**config.mk**
```make
export PLATFORM = sky130hd
export DESIGN_NAME = debouncer
export DESIGN_NICKNAME = d
export VERILOG_FILES = /design/src/rtl/debounce_pkg.sv /design/src/rtl/sync_chain.sv /design/src/rtl/debouncer.sv
export SDC_FILE = /design/constraint.sdc
export NUM_CORES = 1
export LEC_CHECK = 0
export ABC_AREA = 1
export CAP_MARGIN = 5
export CELL_PAD_IN_SITES_DETAIL_PLACEMENT = 1
export CELL_PAD_IN_SITES_GLOBAL_PLACEMENT = 2
export CORE_MARGIN = 4
export CORE_UTILIZATION = 25
export CTS_BUF_LIST = sky130_fd_sc_hd__clkbuf_8
export DETAILED_ROUTE_END_ITERATION = 10
export PLACE_DENSITY_LB_ADDON = 0.1
export SETUP_SLACK_MARGIN = 0.05
export SLEW_MARGIN = 20
export SYNTH_ARGS = -nofsm -noshare
export SYNTH_HDL_FRONTEND = slang
export SYNTH_SLANG_ARGS = --single-unit
```
**constraint.sdc**
```tcl
create_clock -name clock -period 1.7 [get_ports clock]
set_input_delay 0.255 -clock clock [delete_from_list [all_inputs] [get_ports clock]]
set_output_delay 0.255 -clock clock [all_outputs]
set_load 0.01 [all_outputs]
```
**src/rtl/debounce_pkg.sv**
```systemverilog
// debounce_pkg -- shared types and defaults for the debouncer.
//   state_t                : 2-bit qualification state encoding
//   DEFAULT_STABLE_CYCLES  : consecutive samples needed to accept a new level
//   DEFAULT_SYNC_STAGES    : synchronizer depth
//   is_qual()              : true while a candidate transition is being qualified
package debounce_pkg;

  typedef enum logic [1:0] {
    STABLE_LOW  = 2'b00,
    QUAL_HIGH   = 2'b01,
    STABLE_HIGH = 2'b10,
    QUAL_LOW    = 2'b11
  } state_t;

  localparam int DEFAULT_STABLE_CYCLES = 16;
  localparam int DEFAULT_SYNC_STAGES   = 2;

  function automatic logic is_qual(input state_t st);
    return (st == QUAL_HIGH) || (st == QUAL_LOW);
  endfunction

endpackage

```
**src/rtl/sync_chain.sv**
```systemverilog
// sync_chain -- multi-flop synchronizer for a single asynchronous bit.
//   clock : sampling clock (rising edge)
//   reset : synchronous active-low reset, clears every stage
//   d     : asynchronous input
//   q     : synchronized output (last stage)
module sync_chain #(
  parameter int STAGES = 2
) (
  input  logic clock,
  input  logic reset,
  input  logic d,
  output logic q
);

  logic [STAGES-1:0] sync_q;
  logic [STAGES-1:0] sync_d;

  always_comb begin
    sync_d = {sync_q[STAGES-2:0], d};
  end

  always_ff @(posedge clock) begin
    if (!reset) sync_q <= '0;
    else        sync_q <= sync_d;
  end

  assign q = sync_q[STAGES-1];

endmodule

```
**src/rtl/debouncer.sv**
```systemverilog
// debouncer -- synchronizes a raw switch level and accepts a new level only
// after STABLE_CYCLES consecutive matching samples.
//   clock    : sole clock, rising edge
//   reset    : synchronous active-low reset
//   dataIn   : raw asynchronous level
//   dataOut  : registered debounced level
//   changing : registered, high while a candidate transition is qualified
// Build option: DEBOUNCER_BYPASS_EN removes the qualification logic, so
// dataOut is the synchronized sample and changing is tied low.
//
// state       | meaning
// ------------+---------------------------------------------
// STABLE_LOW  | dataOut=0, sample agrees
// QUAL_HIGH   | dataOut=0, counting consecutive high samples
// STABLE_HIGH | dataOut=1, sample agrees
// QUAL_LOW    | dataOut=1, counting consecutive low samples
module debouncer
  import debounce_pkg::*;
#(
  parameter int STABLE_CYCLES = DEFAULT_STABLE_CYCLES,
  parameter int SYNC_STAGES   = DEFAULT_SYNC_STAGES
) (
  input  logic clock,
  input  logic reset,
  input  logic dataIn,
  output logic dataOut,
  output logic changing
);

  logic s;

  sync_chain #(
    .STAGES (SYNC_STAGES)
  ) u_sync (
    .clock (clock),
    .reset (reset),
    .d     (dataIn),
    .q     (s)
  );

`ifdef DEBOUNCER_BYPASS_EN

  assign dataOut  = s;
  assign changing = 1'b0;

`else

  localparam int CNT_W = $clog2(STABLE_CYCLES + 1);
  // Count value on the edge before acceptance; the accepting edge clears.
  localparam logic [CNT_W-1:0] CNT_LAST = CNT_W'(STABLE_CYCLES - 1);

  state_t           state_q, state_d;
  logic [CNT_W-1:0] cnt_q, cnt_d;
  logic             data_out_q, data_out_d;
  logic             changing_q, changing_d;

  always_ff @(posedge clock) begin
    if (!reset) begin
      state_q    <= STABLE_LOW;
      cnt_q      <= '0;
      data_out_q <= 1'b0;
      changing_q <= 1'b0;
    end else begin
      state_q    <= state_d;
      cnt_q      <= cnt_d;
      data_out_q <= data_out_d;
      changing_q <= changing_d;
    end
  end

  always_comb begin
    state_d = state_q;
    cnt_d   = cnt_q;
    unique case (state_q)
      STABLE_LOW: begin
        if (s) begin
          if (STABLE_CYCLES == 1) begin
            state_d = STABLE_HIGH;
            cnt_d   = '0;
          end else begin
            state_d = QUAL_HIGH;
            cnt_d   = CNT_W'(1);
          end
        end
      end
      QUAL_HIGH: begin
        if (!s) begin
          state_d = STABLE_LOW;
          cnt_d   = '0;
        end else if (cnt_q == CNT_LAST) begin
          state_d = STABLE_HIGH;
          cnt_d   = '0;
        end else begin
          cnt_d = cnt_q + CNT_W'(1);
        end
      end
      STABLE_HIGH: begin
        if (!s) begin
          if (STABLE_CYCLES == 1) begin
            state_d = STABLE_LOW;
            cnt_d   = '0;
          end else begin
            state_d = QUAL_LOW;
            cnt_d   = CNT_W'(1);
          end
        end
      end
      QUAL_LOW: begin
        if (s) begin
          state_d = STABLE_HIGH;
          cnt_d   = '0;
        end else if (cnt_q == CNT_LAST) begin
          state_d = STABLE_LOW;
          cnt_d   = '0;
        end else begin
          cnt_d = cnt_q + CNT_W'(1);
        end
      end
      default: begin
        state_d = STABLE_LOW;
        cnt_d   = '0;
      end
    endcase
  end

  // Outputs are decoded from the next state so they register on the same
  // edge as the state change; the level only moves on entry to a stable state.
  always_comb begin
    data_out_d = (state_d == STABLE_HIGH) || (state_d == QUAL_LOW);
    changing_d = is_qual(state_d);
  end

  assign dataOut  = data_out_q;
  assign changing = changing_q;

`endif

endmodule

```
== Word-level counts from Yosys, hierarchy flattened ==
Cells that the tools add are included.

* Input port bits: 3
* Memory bits (writable): 0
* Word-level logic and storage cells: 32
* Flip-flop bits (word level): 11
* ROM bits: 0
* Output and inout bits: 2
* Bits in latches: 0
* Memories kept: 0

* Reduce and logical (&&, ||, !) cells: 4
* Shift operators: 0
* Equal/unequal tests: 9
* Multiply operators: 0
* Magnitude comparators: 0
* $add $sub $neg: 1
* Muxes and demuxes: 13
* Bitwise logic cells: 0
* Div/mod/pow operators: 0

{| class="wikitable"
|+ Operators with widths
! cell !! number
|-
| $mux W5 || 5
|-
| $pmux W5 S4 || 1
|-
| $mux W2 || 6
|-
| $eq A2 B2 Y1 const B || 4
|-
| $pmux W2 S4 || 1
|-
| $add A5 B1 Y5 const B || 1
|-
| $eq A5 B4 Y1 const B || 1
|-
| $eq A2 B1 Y1 const B || 2
|-
| $logic_not A2 Y1 || 1
|-
| $logic_or A1 B1 Y1 || 2
|-
| $ne A2 B1 Y1 const B || 1
|-
| $ne A2 B2 Y1 const B || 1
|-
| $reduce_and A2 Y1 || 1
|}

== Logic depth before layout (Yosys ltp) ==
* Depth in word-level cells: 6
* Gate-level depth with buffers: 6
* Mapped depth without buffers: 6

== Cells and area by module ==
Synthesis repeated with hierarchy kept, for this count alone.

* Cell total of the unflattened synthesis: 57
* Area total of the unflattened synthesis: 431.7 µm²

{| class="wikitable"
|+ By module, submodules not included
! module !! sequential area each (µm²) !! times used !! area an instance (µm²) !! cells each
|-
| debouncer || 160.2 || 1 || 376.6 || 51
|-
| sync_chain || 40.0 || 1 || 55.1 || 6
|}

== Worst setup path after synthesis ==
OpenSTA, ideal clock, no wires.

* Path type: reg2reg
* From: reg cnt_q[0]
* To: reg data_out_q (netlist: dataOut)
* Path slack: 0.576 ns
* Cell stages (with the launch flop): 7
* Required time: 1.582 ns
* Period minus slack after synthesis: 1.124 ns
* Data arrival time: 1.006 ns
* Buffers on the path: 0
* Library setup time: 0.118 ns
* Path through: dfxtp_1 > ha_1 > nand3_2 > nor2_4 > nand2_2 > o21ai_2 > nor2_1

* Cells in the longest elaborated chain, start to end: 6
* Elaborated cells on any way between the ends: 9
* Those cells by class: eq/ne (3); mux (5); reduce/logical (1)

{| class="wikitable"
|+ Ends and longest elaborated chain
! item !! line !! source
|-
| start: declaration || debouncer.sv:53 || <nowiki>logic [CNT_W-1:0] cnt_q, cnt_d;</nowiki>
|-
| start signal: assignment || debouncer.sv:65 || <nowiki>cnt_q <= cnt_d;</nowiki>
|-
| $eq A5 B4 Y1 * || debouncer.sv:90, debouncer.sv:112 ||
|-
| $mux W2 (on tied branches) || debouncer.sv:112, debouncer.sv:90 ||
|-
| $mux W2 (on tied branches) || debouncer.sv:109, debouncer.sv:87 ||
|-
| $pmux W2 S4 * || debouncer.sv:74 || <nowiki>unique case (state_q)</nowiki>
|-
| $eq A2 B2 Y1 || debouncer.sv:129 || <nowiki>data_out_d = (state_d == STABLE_HIGH) || (state_d == QUAL_LOW);</nowiki>
|-
| $logic_or A1 B1 Y1 * || debouncer.sv:129 ||
|-
| end signal: assignment || debouncer.sv:66 || <nowiki>data_out_q <= data_out_d;</nowiki>
|-
| end: declaration || debouncer.sv:54 || <nowiki>logic data_out_q, data_out_d;</nowiki>
|}

Mark *: on every way between the ends. The rest lies on a longest branch, timed or not.
A chain may end at the register's enable or synchronous reset.

== Worst setup path after layout ==
* From: reg changing_q (netlist: changing)
* To: out changing

{| class="wikitable"
|+ RTL lines
! item !! line !! source
|-
| start: declaration || debouncer.sv:55 || <nowiki>logic changing_q, changing_d;</nowiki>
|-
| start signal: assignment || debouncer.sv:67 || <nowiki>changing_q <= changing_d;</nowiki>
|-
| end: declaration || debouncer.sv:27 || <nowiki>output logic changing</nowiki>
|}

No word-level cell between the ends.

==> impl_metrics.ini <==
[run_status]
run_status = complete, no violations

[sta]
fmax_mhz = 646.1
drv_slew = 0
rsz0062_at_grt = false
worst_pin_slew_ns = 0.2762
timing.hold.ws_ns = 0.4092
fin_skew_ns = 0.005096
slew_headroom_pct = 81.53
period_minus_slack_ns = 1.548
setup_tns_ns = 0
hold_viol_final = 0
finalCritPeriodShare_pct = 91.05
setup_ws_ns = 0.1522
setup_viol = 0

[synthesis]
seq_area_frac_synth_pct = 44.82
synthSimpleGateAreaFrac_pct = 35.85
yosys_warnings = 0
synth_cell_types = 16
synth_top_family_by_area = simple AND/OR/NAND/NOR gates
syn_inst = 59
mappedNetlistArea_sq_um = 446.7
synth_xor_area_share_pct = 0
synth_compound_area_share_pct = 10.64
synth-seq-cells = 10
synth.avg_cell_area_sq_um = 7.571
synthAdderAreaFrac_pct = 2.801
muxShareOfSynthArea_pct = 0
synth_fp_nets = 63

[final_layout]
fillCellCount = 218
n_antenna_cell = 0
layout-drive-gt1-share_pct = 19.70
nNetsFinal = 72
utilization_pct = 32.75
register_area_sq_um = 200.2
multi_input_comb_area_sq_um = 220.2
syn2layout_area_growth_pct = 25.21

[cts]
cts_tree = built
clk_path_buf_depth = 2
hold_buffers = 0
clk_pin_slew_worst_paths_ns = 0.04
numCtsBuffers = 3
numClockSinks = 10
cts_resized = 0
cts_setup_buffers = 0
htreeDepth = 1
cts_root_buf = clkbuf_8
clock_latency_ns = 0.23

[worst_setup_path]
crit_start = changing
crit_chain = clkdlybuf4s50_1
rr_worst_depth = 6
r2r_end = dataOut
critPathRequiredTime_ns = 1.44
path_class = register to output pin
end_kind = output pin
rrSetupSlack_ns = 0.44
critPathMaxFanout = 6
critPathArrivalTime_ns = 1.29
path_depth = 1
crit_family = buffers and inverters
crit_path_start_kind = register
rr_startpoint = cnt_q[0]
crit_end = changing
critical_path_buf_inv_count = 1
slowest_stage = clkdlybuf4s50_1
crit_path_max_incr_delay_ns = 0.59

[grt]
grt_max_degree = 8
antenna_found_initial = 0
grt_pass1_wl_mm = 1.566
globalRouteTotalUtil_pct = 8.147
grt_overflow = 0
grt_pass1_vias = 366

[drt]
drc = 0
vias = 379
viasPerCell = 4.165
detail_route.first_pass.iterations = 2
drt_iter0_drc = 1
drtAntennaViolNets = 0
wl_per_cell_um = 9.451
wl_um = 860

[pwr]
peakVddDrop_mv = 0.4718
leakage_uw = 0.0002273
powerDensity_mw_per_mm2 = 909.8

[job]
maxCapViolations = 0

[floorplanning]
initial_utilization_pct = 26.15
die_h_um = 50.27
row_count = 15
core_sq_mm = 0.001708
ios = 5
die-area_sq_mm = 0.002527
die_width_um = 50.27

[placed_design]
pre_cts_ws_ns = 0.3950
place_hpwl_um = 677.8
gp_congestion = 0.7057
port_buffers = 4

[min_path]
min_path_type = register to register
synthesized netlist by cell type:
cell     instances  share of area (%)
a21oi_2          1                2.0
ha_1             1                2.8
a21oi_1          4                4.5
nand2_2          3                4.2
nand4_1          1                1.4
nand2_1         18                 15
nor2_2           1                1.4
o21ai_0          2                2.2
nor2_1           5                4.2
dfxtp_1         10                 45
inv_1            6                5.0
inv_2            1               0.84
nand3_2          1                2.2
nand3_1          2                2.2
o21ai_2          1                2.0
nor2_4           2                5.0
kinds of logic (layout without fill, tap and decap cells):
family / count (synthesis) / in the layout
AO/OA/AOI/OAI: 8 / 8
adder cells (fa/ha/maj): 1 / 1
buffers and inverters: 7 / 14
flip-flops: 10 / 10
AND/OR/NAND/NOR: 33 / 33
worst reg2reg max path, cell delays in order (launching register included):
cell and delay (ns):
dfxtp_1 0.39, ha_1 0.23, nand3_2 0.12, nor2_4 0.14, nand2_2 0.07, o21ai_2 0.14, nor2_1 0.05
layer usage:
layer,vias up,global-route usage [%],wire [um]
li1,201,-,-
met1,170,10.69,431
met2,6,12.39,376
met3,2,1.780,37
met4,0,4.147,14
met5,-,0,0
area by class of cell:
type                            instances  share of cell area (%)
Multi-Input combinational cell         42                   39.37
Inverter                                7                   4.698
Tap cell                               25                   5.593
Clock buffer                            3                   7.383
Sequential cell                        10                   35.79
Timing Repair Buffer                    4                   7.159
worst min path at each step:
stage	endpoint	cells after the start	start
2_1_floorplan	u_sync.sync_q[0]	2	reset
3_3_place_gp	u_sync.sync_q[1]	2	u_sync.sync_q[0]
3_5_place_dp	u_sync.sync_q[1]	2	u_sync.sync_q[0]
4_1_cts	u_sync.sync_q[1]	2	u_sync.sync_q[0]
5_1_grt	u_sync.sync_q[1]	2	u_sync.sync_q[0]
6_report	u_sync.sync_q[1]	2	u_sync.sync_q[0]
registers in the layout, indices dropped and copies added, names as in the netlist:
signal,cells
cnt_q,5
u_sync.sync_q,2
state_q,1
changing,1
dataOut,1
where the power goes:
part / switching, uW / total [uW] / internal, uW / leakage (uW)
sequential: 4.36 / 244 / 239 / 0.0000812
clock: 87.5 / 242 / 155 / 0.0000216
combinational: 12.2 / 23.0 / 10.8 / 0.000125
placed cells by master, fill, tap and decap left out, types with 2 or more instances in the layout:
cell and n:
inv_1 6, nand3_1 2, clkbuf_8 3, o21ai_0 2, dfxtp_1 10, nand2_1 18, nand2_2 3, nor2_4 2
a21oi_1 4, nor2_1 5, clkdlybuf4s50_1 4
stage by stage:
step	cell area, sq um	instances	total power, uW
floorplan	446.7	59	260.3
detailed placement	518.0	88	271.6
finish	559.3	91	508.8
global route	559.3	91	535.5
CTS	559.3	91	519.2
global placement	518.0	88	272.2
Power figures use the tool's default switching activity.
